--- src/rtl/neo_rtc_pkg.sv ---
// neo_rtc_pkg: shared command codes, modes, time layout and calendar helpers for the uPD4990A model
package neo_rtc_pkg;
    localparam logic [3:0] CMD_HOLD  = 4'h0;
    localparam logic [3:0] CMD_SHIFT = 4'h1;
    localparam logic [3:0] CMD_SET   = 4'h2;
    localparam logic [3:0] CMD_READ  = 4'h3;
    localparam logic [3:0] CMD_TP64  = 4'h4;
    localparam logic [3:0] CMD_TP256 = 4'h5;
    localparam logic [3:0] CMD_TP2K  = 4'h6;
    localparam logic [3:0] CMD_TP4K  = 4'h7;
    localparam logic [3:0] CMD_INT1  = 4'h8;
    localparam logic [3:0] CMD_INT10 = 4'h9;
    localparam logic [3:0] CMD_INT30 = 4'hA;
    localparam logic [3:0] CMD_INT60 = 4'hB;
    localparam logic [3:0] CMD_ICLR  = 4'hC;
    localparam logic [3:0] CMD_IRUN  = 4'hD;
    localparam logic [3:0] CMD_ISTOP = 4'hE;
    localparam logic [3:0] CMD_TEST  = 4'hF;

    typedef enum logic {MODE_HOLD, MODE_SHIFT} mode_t;
    typedef enum logic [2:0] {TP_64, TP_256, TP_2K, TP_4K, TP_I1, TP_I10, TP_I30, TP_I60} tp_sel_t;

    localparam int SEC_LO  = 0;
    localparam int MIN_LO  = 8;
    localparam int HOUR_LO = 16;
    localparam int DAY_LO  = 24;
    localparam int WDAY_LO = 32;
    localparam int MON_LO  = 36;
    localparam int YEAR_LO = 40;

    localparam logic [47:0] TIME_RESET = 48'h00_1_0_01_00_00_00;

    function automatic logic [7:0] bcd_inc(input logic [7:0] x);
        return x[3:0] == 4'h9 ? {x[7:4] + 4'd1, 4'h0} : x + 8'd1;
    endfunction

    // 10 = 2 mod 4, so BCD year mod 4 is (2*tens + ones) mod 4
    function automatic logic [7:0] days_in_month(input logic [3:0] mon, input logic [7:0] year);
        logic [4:0] m4;
        m4 = {year[7:4], 1'b0} + {1'b0, year[3:0]};
        return mon == 4'd2 ? (m4[1:0] == 2'd0 ? 8'h29 : 8'h28) :
               (mon == 4'd4 || mon == 4'd6 || mon == 4'd9 || mon == 4'd11) ? 8'h30 : 8'h31;
    endfunction
endpackage

--- src/rtl/neo_rtc_bcd_cal.sv ---
// neo_rtc_bcd_cal: BCD time/calendar register with single-cycle carry chain
module neo_rtc_bcd_cal
    import neo_rtc_pkg::*;
(
    input  logic        clk,
    input  logic        rst_n,
    input  logic        load,
    input  logic        tick,
    input  logic [47:0] load_val,
    output logic [47:0] value
);
    logic [7:0] sec, mins, hour, day, year;
    logic [3:0] wday, mon;
    logic       c_min, c_hour, c_day, c_mon, c_year;
    logic [47:0] nxt;

    assign {year, mon, wday, day, hour, mins, sec} = value;
    assign c_min  = sec == 8'h59;
    assign c_hour = c_min && mins == 8'h59;
    assign c_day  = c_hour && hour == 8'h23;
    assign c_mon  = c_day && day == days_in_month(mon, year);
    assign c_year = c_mon && mon == 4'd12;

    // out-of-range values fall through to plain increment until they hit a compare
    assign nxt = {
        c_year ? (year == 8'h99 ? 8'h00 : bcd_inc(year)) : year,
        c_mon  ? (mon == 4'd12 ? 4'd1 : mon + 4'd1) : mon,
        c_day  ? (wday == 4'd6 ? 4'd0 : wday + 4'd1) : wday,
        c_day  ? (c_mon ? 8'h01 : bcd_inc(day)) : day,
        c_hour ? (c_day ? 8'h00 : bcd_inc(hour)) : hour,
        c_min  ? (c_hour ? 8'h00 : bcd_inc(mins)) : mins,
        c_min  ? 8'h00 : bcd_inc(sec)
    };

    always_ff @(posedge clk or negedge rst_n)
        if (!rst_n) value <= TIME_RESET;
        else if (load) value <= load_val;
        else if (tick) value <= nxt;
endmodule

--- src/rtl/neo_rtc_4990.sv ---
// neo_rtc_4990: uPD4990A serial calendar/clock model driven by the NEO-F0 RTC pins
// Serial pins are synchronized into CLK; time is seeded by the host via TIME_LOAD.
module neo_rtc_4990
    import neo_rtc_pkg::*;
#(
    parameter int CLK_HZ = 24000000
) (
    input  logic        CLK,
    input  logic        nRESET,
    input  logic        RTC_DIN,
    input  logic        RTC_CLK,
    input  logic        RTC_STROBE,
    output logic        RTC_DOUT,
    output logic        RTC_TP,
    input  logic [47:0] TIME_INIT,
    input  logic        TIME_LOAD,
    output logic [47:0] TIME_NOW
);
    logic [1:0]  din_s;
    logic [2:0]  clk_s, stb_s;
    logic        clk_rise, stb_rise, set_exec, clr, tick, sec_tick;
    logic [3:0]  cmd, cmd_sh, tp_bit;
    logic [47:0] sreg, sreg_sh;
    mode_t       mode;
    tp_sel_t     tp_sel;
    logic        hold, irun, tp_q;
    logic [5:0]  icnt, ilen;
    logic [31:0] acc, acc_sum;
    logic [12:0] div;

    assign clk_rise = clk_s[1] & ~clk_s[2];
    assign stb_rise = stb_s[1] & ~stb_s[2];
    assign cmd_sh   = clk_rise ? {din_s[1], cmd[3:1]} : cmd;
    assign sreg_sh  = (clk_rise && mode == MODE_SHIFT) ? {cmd[0], sreg[47:1]} : sreg;
    assign set_exec = stb_rise && cmd_sh == CMD_SET;
    assign clr      = TIME_LOAD | set_exec;
    assign acc_sum  = acc + 32'd8192;
    assign tick     = acc_sum >= 32'(CLK_HZ);
    assign sec_tick = tick && &div && !clr;
    assign ilen     = tp_sel == TP_I1 ? 6'd1 : tp_sel == TP_I10 ? 6'd10 : tp_sel == TP_I30 ? 6'd30 : 6'd60;
    assign tp_bit   = tp_sel == TP_64 ? 4'd6 : tp_sel == TP_256 ? 4'd4 : tp_sel == TP_2K ? 4'd1 : 4'd0;
    assign RTC_TP   = tp_sel >= TP_I1 ? tp_q : ~div[tp_bit];
    assign RTC_DOUT = mode == MODE_SHIFT ? sreg[0] : div[12];

    always_ff @(posedge CLK or negedge nRESET)
        if (!nRESET) begin
            din_s <= '0;
            clk_s <= '0;
            stb_s <= '0;
        end else begin
            din_s <= {din_s[0], RTC_DIN};
            clk_s <= {clk_s[1:0], RTC_CLK};
            stb_s <= {stb_s[1:0], RTC_STROBE};
        end

    // fractional accumulator: one tick per CLK_HZ/8192 clocks on average
    always_ff @(posedge CLK or negedge nRESET)
        if (!nRESET) begin
            acc <= '0;
            div <= '0;
        end else if (clr) begin
            acc <= '0;
            div <= '0;
        end else if (tick) begin
            acc <= acc_sum - 32'(CLK_HZ);
            div <= div + 13'd1;
        end else
            acc <= acc_sum;

    always_ff @(posedge CLK or negedge nRESET)
        if (!nRESET) begin
            cmd    <= '0;
            sreg   <= '0;
            mode   <= MODE_HOLD;
            hold   <= 1'b0;
            tp_sel <= TP_64;
            irun   <= 1'b0;
            tp_q   <= 1'b1;
            icnt   <= '0;
        end else begin
            cmd  <= cmd_sh;
            sreg <= sreg_sh;
            if (sec_tick && irun) begin
                icnt <= icnt + 6'd1 >= ilen ? 6'd0 : icnt + 6'd1;
                if (icnt + 6'd1 >= ilen) tp_q <= ~tp_q;
            end
            // strobe sees the post-shift command and overrides same-cycle updates
            if (stb_rise)
                case (cmd_sh)
                    CMD_HOLD:  begin mode <= MODE_HOLD;  hold <= 1'b0; end
                    CMD_SHIFT: begin mode <= MODE_SHIFT; hold <= 1'b0; end
                    CMD_SET:   begin mode <= MODE_HOLD;  hold <= 1'b1; end
                    CMD_READ:  begin sreg <= TIME_NOW; mode <= MODE_HOLD; hold <= 1'b0; end
                    CMD_ICLR:  begin icnt <= '0; tp_q <= 1'b1; end
                    CMD_IRUN:  irun <= 1'b1;
                    CMD_ISTOP: irun <= 1'b0;
                    default:   if (cmd_sh[3] ^ cmd_sh[2]) tp_sel <= tp_sel_t'({cmd_sh[3], cmd_sh[1:0]});
                endcase
        end

    neo_rtc_bcd_cal u_cal (
        .clk      (CLK),
        .rst_n    (nRESET),
        .load     (clr),
        .tick     (sec_tick & ~hold),
        .load_val (TIME_LOAD ? TIME_INIT : sreg_sh),
        .value    (TIME_NOW)
    );
endmodule

--- config.mk ---
export PLATFORM = sky130hd
export DESIGN_NAME = neo_rtc_4990
export DESIGN_NICKNAME = d
export VERILOG_FILES = /design/src/rtl/neo_rtc_pkg.sv /design/src/rtl/neo_rtc_bcd_cal.sv /design/src/rtl/neo_rtc_4990.sv
export SDC_FILE = /design/constraint.sdc
export NUM_CORES = 1
export LEC_CHECK = 0
export ABC_CLOCK_PERIOD_IN_PS = 3500
export CORE_ASPECT_RATIO = 1.4
export CORE_MARGIN = 2
export CORE_UTILIZATION = 50
export DETAILED_ROUTE_END_ITERATION = 7
export PLACE_DENSITY_LB_ADDON = 0.05
export SLEW_MARGIN = 10
export SYNTH_ARGS = -nofsm -noshare
export SYNTH_HDL_FRONTEND = slang
export SYNTH_HIERARCHICAL = 1
export SYNTH_SLANG_ARGS = --single-unit
--- constraint.sdc ---
create_clock -name CLK -period 3.5 [get_ports CLK]
set_input_delay 0.7 -clock CLK [delete_from_list [all_inputs] [get_ports CLK]]
set_output_delay 0.7 -clock CLK [all_outputs]
set_load 0.03 [all_outputs]
* Word level (Yosys, flattened, before mapping)
Cells that the tools add are included.
** Operators by class
- Eq/ne operators :: 28
- Add/subtract/negate cells :: 17
- Reductions and logical operators :: 39
- Mux-type cells :: 53
- Bitwise gates (word level) :: 11
- Magnitude comparators :: 4
** Operators by type and width (count)
- $mux W48 :: 6
- $mux W8 :: 15
- $mux W32 :: 2
- $eq A4 B4 Y1 const B :: 11
- $mux W6 :: 7
- $add A8 B1 Y8 const B :: 5
- $add A32 B14 Y32 const B :: 1
- $ge A32 B25 Y1 const B :: 1
- $sub A32 B25 Y32 const B :: 1
- $add A4 B1 Y4 const B :: 7
- $mux W13 :: 2
- $mux W4 :: 5
- $reduce_bool A2 Y1 :: 10
- $eq A8 B7 Y1 const B :: 2
- $reduce_and A2 Y1 :: 8
- $add A13 B1 Y13 const B :: 1
- $reduce_and A13 Y1 :: 1
- $eq A4 B2 Y1 const B :: 3
- $eq A4 B3 Y1 const B :: 3
- $mux W1 :: 10
- $eq A3 B3 Y1 const B :: 3
- $logic_and A1 B1 Y1 :: 9
- $eq A8 B6 Y1 const B :: 1
- $eq A8 B8 Y1 :: 1
- other kinds (24) :: 37
** Storage, ports and cells
- Flip-flop bits (word level) :: 166
- Logic and storage cells :: 171
- Output and inout bits :: 50

* Depth between registers and ports, before layout
- Word-level depth :: 12
- Mapped depth :: 17
- Mapped depth without buffers :: 13

* By module
Netlist, hierarchy kept.
** Modules (own cells, without submodules)
- neo_rtc_4990 :: instances 1, cells an instance 747, area an instance 6854.1 µm²
- neo_rtc_bcd_cal :: instances 1, cells an instance 420, area an instance 3494.6 µm²

* Least setup slack after synthesis
No wires, ideal clock.
- Path type :: reg2reg
- From :: register acc[13]
- To :: register u_cal.value[32]
- Required time :: 3.417 ns
- Arrival :: 3.463 ns
- Path buffers :: 3
- Clock period less this slack :: 3.546 ns
- Cell stages (with the launch flop) :: 16
- Path slack :: -0.046 ns
- Cell sequence :: dfrtp_1 ha_1 inv_1 or4_1 xnor2_2 a21oi_1 o21a_2 buf_4 o21ai_1 nor4_1 clkbuf_1 nand3_1 clkbuf_1 a211oi_1 a21oi_1 o21ai_0
** Between the ends
- Longest elaborated chain between the ends :: 7
** RTL lines
- start, declared :: line neo_rtc_4990.sv:28 : logic [31:0] acc, acc_sum;
- start signal, assigned :: line neo_rtc_4990.sv:65 : acc <= acc_sum - 32'(CLK_HZ);
- start signal, assigned :: line neo_rtc_4990.sv:68 : acc <= acc_sum;
- $add A32 B14 Y32 :: line neo_rtc_4990.sv:37 : assign acc_sum = acc + 32'd8192;
- $ge A32 B25 Y1 :: line neo_rtc_4990.sv:38 : assign tick = acc_sum >= 32'(CLK_HZ);
- $logic_and A1 B1 Y1 (2 in a row) :: line neo_rtc_4990.sv:39 : assign sec_tick = tick && &div && !clr;
- $and A1 B1 Y1 :: line neo_rtc_4990.sv:105 : .tick (sec_tick & ~hold),
- $reduce_bool A2 Y1 (no source line)
- $reduce_and A2 Y1 (no source line)
- end signal, assigned :: line neo_rtc_bcd_cal.sv:37 : else if (load) value <= load_val;
- end signal, assigned :: line neo_rtc_bcd_cal.sv:38 : else if (tick) value <= nxt;
- end, declared :: line neo_rtc_bcd_cal.sv:10 : output logic [47:0] value
Every way passes these cells.
A chain may end at the register's enable or synchronous reset.

* Worst setup path in the final report
- From :: register acc[15]
- To :: register u_cal.value[38]
Same word-level chain as after synthesis.

==> results.md <==
Clocking:
- The worst-case clock buffer depth is 2.
- Clock latency on the worst-skew pair, taken at its later pin, is 0.43 ns.
- The CTS tree is built.
- The CTS clock-pin slew for the worst setup and hold paths is 0.06 ns.
- The depth of the CTS H-tree is 4.
- The library cell used as clock root buffer is sky130_fd_sc_hd__clkbuf_16.
- CTS saw 157 sinks.
- The total clock buffers created by CTS is 17.

Critical path:
- The depth of the worst register-to-register path is 12.
- STA classifies the critical path startpoint as a register.
- The critical path required time is 3.84 ns.
- The delay contributed by the slowest stage of the critical path is 0.56 ns.
- The launch point of the worst path is acc[15].
- Setup slack on the worst reg-to-reg path comes out at 0.17 ns.
- The worst setup path is captured at a register.
- In this run the critical register-to-register path is captured at u_cal/value[38].
- The cell family with the largest share of critical-path delay is simple AND/OR/NAND/NOR gates.
- The largest fanout on the critical path is 9.
- The number of cells on the critical path is 12.
- The count of buffering cells on the critical path with inverters included is 1.
- The signal on the critical path passes through nand4_4 > or4_4 > xnor2_4 > a21oi_2 > o21a_2 > o21ai_1 > nor4_2 > and3_1 > buf_6 > nand3_4 > or3b_1 > a31oi_1.
- The critical path start-end classification is register to register.
- The worst register-to-register path begins at acc[15].
- The endpoint arrival time on the critical path is 3.67 ns.
- The slowest stage of the critical path belongs to the cell sky130_fd_sc_hd__or4_4.
- Following the worst setup path forward leads to its endpoint at u_cal/value[38].

Finish:
- The filler cells instantiated in the layout total 1832.
- The number of nets in the layout is 1357.
- The diode insertion count for antenna repair is 0.
- The proportion of layout cells with a drive suffix above 1 is 10.2%.
- In the final layout, flip-flops and latches occupy 3940 µm².
- The area growth from synthesis to layout is 20.3%.
- The multi-input combinational cells in the finished layout cover a total of 5860 µm².
- The library cell used most frequently in the layout, excluding fill and tap cells, is sky130_fd_sc_hd__dfrtp_1.
- In the layout the commonest cells are 151 x sky130_fd_sc_hd__dfrtp_1, 125 x sky130_fd_sc_hd__nor2_1, 113 x sky130_fd_sc_hd__mux2i_1.
- The finished layout holds 1538 standard cells, fillers aside.

Die:
- The floorplan has 62 rows.
- The die extent in x is 126 µm.
- For this configuration, the core starts out at a cell density of 50.7%.
- The die is 174 µm tall.
- The region available for standard cell placement spans 20400 µm².
- The total I/O pin count is 104.
- The area of the die is 21900 µm².

Pwr:
- Sequential cells account for 36.6% of the total power.
- Total power for the finished layout comes to 0.00869 W.
- The power per standard cell area is 698 nW/µm².
- The share of power burned in combinational logic is 41.9%.
- The switching power share of the total is 40.4%.
- The cell-internal power is 0.00517 W.
- Summed over all cells, the static leakage comes to 5.84 nW.
- The total net switching power is 0.00351 W.
- The clock network fraction of total power is 21.5%.
- IR analysis of the VDD net gives a maximum drop of 0.395 mV.

STA:
- Across all hold checks on the routed design, the worst slack comes to 0.211 ns.
- The number of failing hold endpoints at the final stage is 0.
- The clock period could shrink to 3.33 ns.
- Once routing completed, OpenROAD measured the worst setup slack at 0.170 ns.
- At the pin with the least slew margin, the transition time is 0.991 ns.
- Of the available clock period, the critical path in the final layout requires 95.1%.
- Setup violations remaining at the end of the flow were counted as 0.
- The timing-limited maximum frequency is 0.300 GHz.
- The relative max-transition margin is 33.9%.
- The total count of max-transition violations in the final report is 0.
- The clock skew is 0.00954 ns.

GRT:
- The number of global-route vias before repair was 8598.
- Global routing finished with a remaining overflow of 0.
- The first global-routing pass estimated 42.4 mm of wire.
- The pin count of the biggest net entering global routing is 97.
- The initial antenna violation count came to 0.
- The total track usage is 23.5%.

Logic synthesis:
- The total number of yosys warnings is 6.
- Synthesis instantiated 90 different standard cells from the library.
- The leading register cell type out of synthesis is sky130_fd_sc_hd__dfrtp_1.
- Sequential cells were found to cover 38.0% of the synthesized design area.
- The number of storage elements in the synthesis netlist is 157.
- The net count after synthesis is 1255.
- In this run, synthesis inferred 0 flip-flops with an integrated enable.
- The synthesized netlist cell count is 1167.
- In the synthesized netlist the async set-or-reset flop fraction comes to 100%.
- After synthesis, the mean cell area works out to 8.87 µm².
- The cell area after technology mapping is 10300 µm².

Drt:
- The mean routed wirelength per cell is 16.6 µm.
- The total wire length after detailed routing is 25.5 mm.
- The detailed router's first-iteration violation count is 445.
- The detailed-route DRC error count is 0.
- The first-pass iteration count of the detailed router is 5.
- The mean number of vias per cell is 5.74.
- The routed layout has 8835 vias.
- In this run the remaining antenna-violating nets after routing total 0.

Place:
- The setup slack after placement is 0.0479 ns.
- Buffers placed on the I/O ports in this run total 103.
- The congestion estimate from routability-driven global placement came to 0.882.
- After detailed placement, the design holds a cell count of 1500.
- Detailed placement ended at an HPWL of 18.2 mm.

Status:
- The run finished with clean final reports.

Job:
- The reported max-cap violation count is 0.

Worst hold path:
- The path type of the worst min-delay path is input pin to asynchronous set/reset pin.
## power by group through the flow
stage | Clock (W) | Combinational [W] | Sequential [W]
floorplan | 0 | 0.00231 | 0.00329
global route | 0.00199 | 0.00403 | 0.00329
finish | 0.00187 | 0.00364 | 0.00318
detailed placement | 0 | 0.00361 | 0.00319
global placement | 0 | 0.00357 | 0.00318
CTS | 0.00191 | 0.00363 | 0.00317
## per-layer routing
layer  GRT usage, %  vias up  wire length (µm)
met4           8.15        0               548
met3           4.06       42               984
met5              0        -                 0
li1               -     4353                 -
met2           41.7      174             13200
met1           28.8     4266             10800
## what timing repair did
item / 4_1_cts / 5_1_grt
hold buffers: 0 / 0
setup buffers: 0 / 6
setup endpoints to repair: 0 / 39
resized for setup: 0 / 19
## worst reg2reg max path, cell delays in order (launching register included)
cell,delay (ns)
sky130_fd_sc_hd__dfrtp_2,0.45
sky130_fd_sc_hd__nand4_4,0.21
sky130_fd_sc_hd__or4_4,0.57
sky130_fd_sc_hd__xnor2_4,0.17
sky130_fd_sc_hd__a21oi_2,0.15
sky130_fd_sc_hd__o21a_2,0.16
sky130_fd_sc_hd__o21ai_1,0.10
sky130_fd_sc_hd__nor4_2,0.39
sky130_fd_sc_hd__and3_1,0.25
sky130_fd_sc_hd__buf_6,0.14
sky130_fd_sc_hd__nand3_4,0.09
sky130_fd_sc_hd__or3b_1,0.40
sky130_fd_sc_hd__a31oi_1,0.18
## worst min path at each step
| stage | slack (ns) | cells past startpoint | to |
|---|---|---|---|
| CTS | 0.23 | 1 | acc[22] |
| detailed placement | 0.34 | 0 | stb_s[1] |
| finish | 0.21 | 1 | acc[22] |
| floorplan | 0.33 | 0 | clk_s[1] |
| global placement | 0.33 | 0 | din_s[1] |
| global route | 0.25 | 1 | acc[22] |
## cells in the mapped netlist, types with 9 or more instances
library cell / n / area share [%]
sky130_fd_sc_hd__clkbuf_1: 40 / 1.5
sky130_fd_sc_hd__nor2b_1: 10 / 0.60
sky130_fd_sc_hd__nor2_1: 125 / 4.5
sky130_fd_sc_hd__o21ai_1: 18 / 0.87
sky130_fd_sc_hd__dfrtp_1: 154 / 37
sky130_fd_sc_hd__or3_1: 11 / 0.67
sky130_fd_sc_hd__mux2i_1: 113 / 11
sky130_fd_sc_hd__nand2_1: 80 / 2.9
sky130_fd_sc_hd__nand3_1: 29 / 1.4
sky130_fd_sc_hd__a22oi_1: 9 / 0.65
sky130_fd_sc_hd__xnor2_1: 26 / 2.2
sky130_fd_sc_hd__buf_2: 9 / 0.44
sky130_fd_sc_hd__o21ai_0: 56 / 2.7
sky130_fd_sc_hd__inv_1: 87 / 3.2
sky130_fd_sc_hd__nor3_1: 23 / 1.1
sky130_fd_sc_hd__ha_1: 34 / 4.1
sky130_fd_sc_hd__a21oi_1: 101 / 4.9
sky130_fd_sc_hd__and3_1: 17 / 1.0
sky130_fd_sc_hd__xor2_1: 27 / 2.3
## registers in the layout (all words and copies together), names as in the netlist
name / cells
tp_sel: 3
clk_s: 3
din_s: 2
acc: 23
icnt: 6
stb_s: 3
sreg: 48
irun: 1
hold: 1
cmd: 4
mode: 1
tp_q: 1
div: 13
u_cal/value: 48
## kinds of logic after synthesis
| family | count (synthesis) | synth area share [%] |
|---|---|---|
| and+or+nand+nor | 368 | 18.1 |
| AOI/OAI and AO/OA | 282 | 17.1 |
| DFF | 157 | 38.0 |
| buffers and inverters | 151 | 6.02 |
| muxes | 121 | 11.9 |
| xor gates and xnor gates | 54 | 4.64 |
| adders and majority gates | 34 | 4.11 |
## final cells by class
type | instances | share of cell area (%)
clock buffer | 22 | 3.81
clock inverter | 10 | 0.925
inverter | 88 | 2.66
sequential | 157 | 31.6
multi-input combinational | 859 | 47.1
tap | 256 | 2.57
timing repair buffer | 146 | 11.3
## per-stage QoR
step	instance area [µm²]	util, %	setup TNS (ns)
2_1_floorplan	10400	-	0
6_report	12400	61.0	0
3_3_place_gp	11700	57.5	0
3_5_place_dp	11700	57.5	0
5_1_grt	12400	61.0	-0.177
4_1_cts	12300	60.4	0
No activity file was read; power rests on OpenSTA's default activity.
